### src/rtl/rr_grant_ctrl_pkg.sv
// Shared types and defaults for the round-robin grant controller.
// The FSM state type is shared so the controller and any observers agree on the encoding.
package rr_pkg;

    typedef enum logic [1:0] {
        IDLE  = 2'd0,
        REQ   = 2'd1,
        WAIT  = 2'd2,
        GRANT = 2'd3
    } rr_state_t;

    localparam int REQCNT_DEF   = 5;
    localparam int HOLD_MAX_DEF = 15;

endpackage

### src/rtl/rr_grant_ctrl_if.sv
// Client/arbiter/grant signal bundle for rr_grant_ctrl.
// The master side is the controller; the slave side is the clients plus the arbiter.
interface rr_grant_ctrl_if
    import rr_pkg::*;
#(
    parameter int REQCNT = REQCNT_DEF
);
    localparam int REQWIDTH = $clog2(REQCNT);

    logic [REQCNT-1:0]   cli_req;
    logic [REQCNT-1:0]   cli_done;
    logic [REQCNT-1:0]   arb_req;
    logic                arb_req_val;
    logic [REQWIDTH-1:0] arb_num;
    logic [REQCNT-1:0]   grant;
    logic                grant_val;
    logic [REQWIDTH-1:0] grant_num;
    logic                timeout;

    modport master (
        input  cli_req, cli_done, arb_num,
        output arb_req, arb_req_val, grant, grant_val, grant_num, timeout
    );

    modport slave (
        output cli_req, cli_done, arb_num,
        input  arb_req, arb_req_val, grant, grant_val, grant_num, timeout
    );

endinterface

### src/rtl/rr_grant_ctrl_hold_timer.sv
// Up-counter bounding how long a grant may be held.
// expire_o flags the final permitted GRANT cycle while the timer is enabled.
module rr_hold_timer
    import rr_pkg::*;
#(
    parameter int HOLD_MAX = HOLD_MAX_DEF
) (
    input  logic clk_i,
    input  logic rst_n_i,
    input  logic clr_i,
    input  logic en_i,
    output logic expire_o
);
    localparam int CW = $clog2(HOLD_MAX + 1);

    logic [CW-1:0] count_q;
    logic [CW-1:0] count_d;

    // Saturate at HOLD_MAX so a stuck enable can never wrap back to a low count.
    always_comb begin
        count_d = count_q;
        if (clr_i) begin
            count_d = '0;
        end else if (en_i && (count_q != CW'(HOLD_MAX))) begin
            count_d = count_q + 1'b1;
        end
    end

    always_ff @(posedge clk_i or negedge rst_n_i) begin
        if (!rst_n_i) begin
            count_q <= '0;
        end else begin
            count_q <= count_d;
        end
    end

    assign expire_o = en_i && (count_q == CW'(HOLD_MAX - 1));

endmodule

### src/rtl/rr_grant_ctrl.sv
// Client-side companion to the round-robin arbiter: snapshot, strobe, capture, held grant.
// One arbitration round at a time; request changes outside IDLE are ignored.
module rr_grant_ctrl
    import rr_pkg::*;
#(
    parameter int REQCNT   = REQCNT_DEF,
    parameter int HOLD_MAX = HOLD_MAX_DEF
) (
    input  logic           clk_i,
    input  logic           rst_n_i,
    rr_grant_ctrl_if.master port_if
);
    localparam int REQWIDTH = $clog2(REQCNT);

    rr_state_t           state_q;
    logic [REQCNT-1:0]   snap_q;
    logic [REQWIDTH-1:0] num_q;
    logic [REQCNT-1:0]   grant_q;
    logic [REQWIDTH-1:0] grant_num_q;
    logic                arb_val_q;
    logic                grant_val_q;

    logic [REQCNT-1:0]   snap_sel;
    logic [REQCNT-1:0]   done_sel;
    logic                num_ok;
    logic                done_hit;
    logic                expire;
    logic                tmr_clr;
    logic                tmr_en;

    // Shifts instead of variable bit-selects keep out-of-range arbiter numbers harmless.
    assign snap_sel = snap_q >> port_if.arb_num;
    assign done_sel = port_if.cli_done >> num_q;
    assign num_ok   = (int'(port_if.arb_num) < REQCNT) && snap_sel[0];
    assign done_hit = done_sel[0];

    assign tmr_clr  = (state_q == WAIT) && num_ok;
    assign tmr_en   = (state_q == GRANT);

    rr_hold_timer #(
        .HOLD_MAX (HOLD_MAX)
    ) u_hold_timer (
        .clk_i    (clk_i),
        .rst_n_i  (rst_n_i),
        .clr_i    (tmr_clr),
        .en_i     (tmr_en),
        .expire_o (expire)
    );

    always_ff @(posedge clk_i or negedge rst_n_i) begin
        if (!rst_n_i) begin
            state_q     <= IDLE;
            snap_q      <= '0;
            num_q       <= '0;
            grant_q     <= '0;
            grant_num_q <= '0;
            arb_val_q   <= 1'b0;
            grant_val_q <= 1'b0;
        end else begin
            arb_val_q <= 1'b0;
            case (state_q)
                IDLE: begin
                    if (|port_if.cli_req) begin
                        snap_q    <= port_if.cli_req;
                        arb_val_q <= 1'b1;
                        state_q   <= REQ;
                    end
                end
                REQ: begin
                    state_q <= WAIT;
                end
                WAIT: begin
                    num_q <= port_if.arb_num;
                    if (num_ok) begin
                        grant_q     <= REQCNT'(1) << port_if.arb_num;
                        grant_num_q <= port_if.arb_num;
                        grant_val_q <= 1'b1;
                        state_q     <= GRANT;
                    end else begin
                        state_q <= IDLE;
                    end
                end
                GRANT: begin
                    if (done_hit || expire) begin
                        grant_q     <= '0;
                        grant_num_q <= '0;
                        grant_val_q <= 1'b0;
                        state_q     <= IDLE;
                    end
                end
                default: begin
                    state_q <= IDLE;
                end
            endcase
        end
    end

    assign port_if.arb_req     = snap_q;
    assign port_if.arb_req_val = arb_val_q;
    assign port_if.grant       = grant_q;
    assign port_if.grant_val   = grant_val_q;
    assign port_if.grant_num   = grant_num_q;
    // A release in the final hold cycle takes precedence, so the pulse is masked by done.
    assign port_if.timeout     = expire && !done_hit;

endmodule

### src/flat_wrapper.sv
// flat-port wrapper written by rule: the top's interface ports become plain ports
module rr_grant_ctrl_flat import rr_pkg::*;
#(
    parameter int REQCNT   = REQCNT_DEF,
    parameter int HOLD_MAX = HOLD_MAX_DEF
)
  (clk_i, rst_n_i, port_if_cli_req, port_if_cli_done, port_if_arb_num, port_if_arb_req, port_if_arb_req_val, port_if_grant, port_if_grant_val, port_if_grant_num, port_if_timeout);
  rr_grant_ctrl_if #(.REQCNT(REQCNT)) port_if_i ();
  input  logic clk_i;
  input  logic rst_n_i;
  input wire logic [$bits(port_if_i.cli_req)-1:0] port_if_cli_req;
  input wire logic [$bits(port_if_i.cli_done)-1:0] port_if_cli_done;
  input wire logic [$bits(port_if_i.arb_num)-1:0] port_if_arb_num;
  output wire logic [$bits(port_if_i.arb_req)-1:0] port_if_arb_req;
  output wire logic [$bits(port_if_i.arb_req_val)-1:0] port_if_arb_req_val;
  output wire logic [$bits(port_if_i.grant)-1:0] port_if_grant;
  output wire logic [$bits(port_if_i.grant_val)-1:0] port_if_grant_val;
  output wire logic [$bits(port_if_i.grant_num)-1:0] port_if_grant_num;
  output wire logic [$bits(port_if_i.timeout)-1:0] port_if_timeout;
  assign port_if_i.cli_req = port_if_cli_req;
  assign port_if_i.cli_done = port_if_cli_done;
  assign port_if_i.arb_num = port_if_arb_num;
  assign port_if_arb_req = port_if_i.arb_req;
  assign port_if_arb_req_val = port_if_i.arb_req_val;
  assign port_if_grant = port_if_i.grant;
  assign port_if_grant_val = port_if_i.grant_val;
  assign port_if_grant_num = port_if_i.grant_num;
  assign port_if_timeout = port_if_i.timeout;
  rr_grant_ctrl #(.REQCNT(REQCNT), .HOLD_MAX(HOLD_MAX)) u_core (.clk_i(clk_i), .rst_n_i(rst_n_i), .port_if(port_if_i));
endmodule
### config.mk
export PLATFORM = sky130hd
export DESIGN_NAME = rr_grant_ctrl_flat
export DESIGN_NICKNAME = d
export VERILOG_FILES = /design/src/rtl/rr_grant_ctrl_pkg.sv /design/src/rtl/rr_grant_ctrl_if.sv /design/src/rtl/rr_grant_ctrl_hold_timer.sv /design/src/rtl/rr_grant_ctrl.sv /design/src/flat_wrapper.sv
export SDC_FILE = /design/constraint.sdc
export NUM_CORES = 1
export LEC_CHECK = 0
export CAP_MARGIN = 0
export CORE_MARGIN = 2
export CORE_UTILIZATION = 51
export DETAILED_ROUTE_END_ITERATION = 16
export PLACE_DENSITY = 0.89
export SLEW_MARGIN = 10
export SYNTH_ARGS = -nofsm -noshare
export SYNTH_HDL_FRONTEND = slang
export SYNTH_SLANG_ARGS = --single-unit
### constraint.sdc
create_clock -name clk_i -period 4.65 [get_ports clk_i]
set_input_delay 0.465 -clock clk_i [delete_from_list [all_inputs] [get_ports clk_i]]
set_output_delay 0.465 -clock clk_i [all_outputs]
set_load 0.05 [all_outputs]
==> reports/qor.csv <==
metric;value;unit
Crit. End Element;output port;
CTS Buffer Depth;2;
Post-Syn Nets;121;
final setup fails;0;
Slew @ Worst Pin;1.08;ns
DRT Pass-1 Iters;4;
Post-DP HPWL;1940;um
Worst Path Arrival;2.63;ns
clock sink count;24;
CP delay by family, top;buffers and inverters;
largest net degree at the start of global routing;25;
R2R Path Start;u_core.state_q[0];
crit share post-route;66.5;%
Final min period;3.09;ns
Area contributors post-synth;dfrtp_1 (52%), mux2_2 (4.8%), inv_1 (4.2%);
Largest stage delay, worst path;0.84;ns
post-CTS sizing;0;
simple logic cell fraction of the synthesized area;14.2;%
Crit Path Category;input port to output port;
Post-CTS Setup Bufs;0;
Congestion Overflow GR;0;
CP cell instances;clkdlybuf4s50_1 -> mux4_2 -> nand2b_1 -> nor3b_1 -> clkdlybuf4s50_1;
PwrDens;753;nW/um^2
Critical Path Source;port_if_cli_done[2];
Synth Area in XOR/XNOR;2.26;%
#FFs+latches synth;24;
Mapped Area;1160;um^2
Slew Viols, Final;0;
DRT antenna net count;0;
commonest non-fill, non-tap cell in the layout;clkdlybuf4s50_1;
initial antenna violation count;0;
worst hold path class;register to register;
Residual DRC;0;
clk slew on worst S/H paths;0.13;ns
Mean Syn Cell Area;11.2;um^2
Via Count;918;
CTS tree;built;
number of DRC markers after the initial detailed-route iteration;23;
Netlist cell types;35;
fin cells;165;
sequential-to-total area share from yosys stat;51.7;%
final hold vios;0;
Clock Latency Late Sink;0.31;ns
number of synthesized flops with an enable pin;0;
Max Fclk;324;MHz
vias in the first global route;945;
per-cell routed wire length;15.2;um
most frequent cells in the layout;clkdlybuf4s50_1 (30), dfrtp_1 (24), inv_1 (13);
Core Box Area;2190;um^2
first-pass GRT wire length;4110;um
CTS Buf Count;3;
Post-Route WL;2510;um
hold_sp;u_core.port_if.grant[2];
die height;51.7;um
adder-cell share of the synthesized area;2.16;%
CP required;4.18;ns
Routability Congestion;0.744;
CP Launch Type;input port;
slowest CP cell;clkdlybuf4s50_1;
ys async rst share;100;%
RSZ-0062 raised after global routing;false;
post-synthesis compound-gate area fraction;14.9;%
Synth warnings;0;
CTS root buf;clkbuf_4;
Worst VDD drop;0.467;mV
CP bufs+invs;2;
top cell type's share of synthesized area;51.7;%
DIE AREA;2670;um^2
outcome;finished, final reports clean;
Worst slew margin;27.7;%
chip width;51.7;um
cell count after synthesis;104;
final setup skew;0.000939;ns
io pins;31;
P_leak;0.656;nW
antenna cell count;0;
FP Rows;17;
MaxCap Viol Count;0;
area delta synth->final;31.0;%
share of cells above drive strength 1;12.4;%
Setup TNS Final;0;ns
cts hold-fix bufs;0;
cell mode on critical path;clkdlybuf4s50_1;
ys flop type;dfrtp_1;
Starting Density;53.0;%
Global Route Usage Sum;21.1;%
maximum fanout along the worst path;4;
mux share of post-synthesis cell area;9.59;%
Buffers on Ports;30;
Layout Nets;155;
# H-tree levels;1;
area leader, netlist;dfrtp_1;
cell count after placement;161;
Vias/cell;5.56;
largest family of logic cells by synthesized area;compound AO/OA/AOI/OAI gates;
[Yosys cell counts (2+ instances only)]
cell / instances
dfrtp_1: 24
inv_1: 13
nand2_1: 9
nor2_1: 6
mux2_2: 5
nand3_1: 5
o21ai_1: 4
a22o_1: 3
o22ai_1: 3
and2_1: 2
ha_1: 2
mux4_2: 2
nand2b_1: 2
nor3b_1: 2
xnor2_1: 2
[report_power, final]
part | internal, W | switching, W | leakage, nW | total (W)
combinational | 0.000255 | 0.000392 | 0.331 | 0.000646
clock | 0.0000478 | 0.0000612 | 0.0210 | 0.000109
sequential | 0.000305 | 0.0000857 | 0.304 | 0.000391
total | 0.000608 | 0.000539 | 0.656 | 0.00115
[routing by layer]
layer / GRT usage (%) / routed length (um) / vias up
met5: 0 / 0 / -
met4: 7.89 / 12 / 0
met3: 2.59 / 74 / 2
met2: 36.8 / 1290 / 24
met1: 27.0 / 1120 / 457
li1: - / - / 435
[worst min-delay path, stage by stage, from the launching register on]
cell and delay [ns]:
dfrtp_1 0.40, inv_1 0.05, o22ai_1 0.06
[kinds of logic after synthesis]
family          after synthesis
compound gates               22
flops                        24
simple gates                 31
xor+xnor                      3
fa+ha+maj                     2
buf+inv                      14
mux                           8
[metrics by stage]
step / power [W] / hold WS (ns) / setup slack (ns) / util, % / instance area (um^2)
6_report: 0.00115 / 0.533 / 1.56 / 69.4 / 1520
5_1_grt: 0.00122 / 0.564 / 1.47 / 69.4 / 1520
4_1_cts: 0.00115 / 0.532 / 1.55 / 69.4 / 1520
3_5_place_dp: 0.00104 / 0.514 / 1.56 / 67.8 / 1490
3_3_place_gp: 0.00102 / 0.507 / 1.67 / 67.8 / 1490
2_1_floorplan: 0.000838 / 0.169 / 1.93 / - / 1160
[final timing paths]
kind | endpoint | slack, ns | cells past startpoint
worst max-delay path | port_if_timeout | 1.56 | 5
worst min-delay path | u_core.port_if.grant[2] | 0.53 | 2
worst max register to register | u_core.port_if.grant[1] | 2.96 | 4
worst min register to register | u_core.port_if.grant[2] | 0.53 | 2
max in group asynchronous | u_core.u_hold_timer.count_q[2] | 3.28 | 1
min in group asynchronous | u_core.u_hold_timer.count_q[0] | 0.72 | 1
[cell type report]
| class | instances | area [um^2] |
|---|---|---|
| Fill cell | 177 | 669 |
| Sequential cell | 24 | 601 |
| Clock buffer | 4 | 36.3 |
| Inverter | 13 | 48.8 |
| Tap cell | 28 | 35.0 |
| Multi-Input combinational cell | 66 | 500 |
| Timing Repair Buffer | 30 | 300 |
[sequential cells by signal, summed over array words and instances, names as in the netlist]
name                         flops
u_core.num_q                     3
u_core.port_if.arb_req           5
u_core.port_if.arb_req_val       1
u_core.port_if.grant             5
u_core.port_if.grant_num         3
u_core.port_if.grant_val         1
u_core.state_q                   2
u_core.u_hold_timer.count_q      4
No activity file was read; power rests on OpenSTA's default activity.
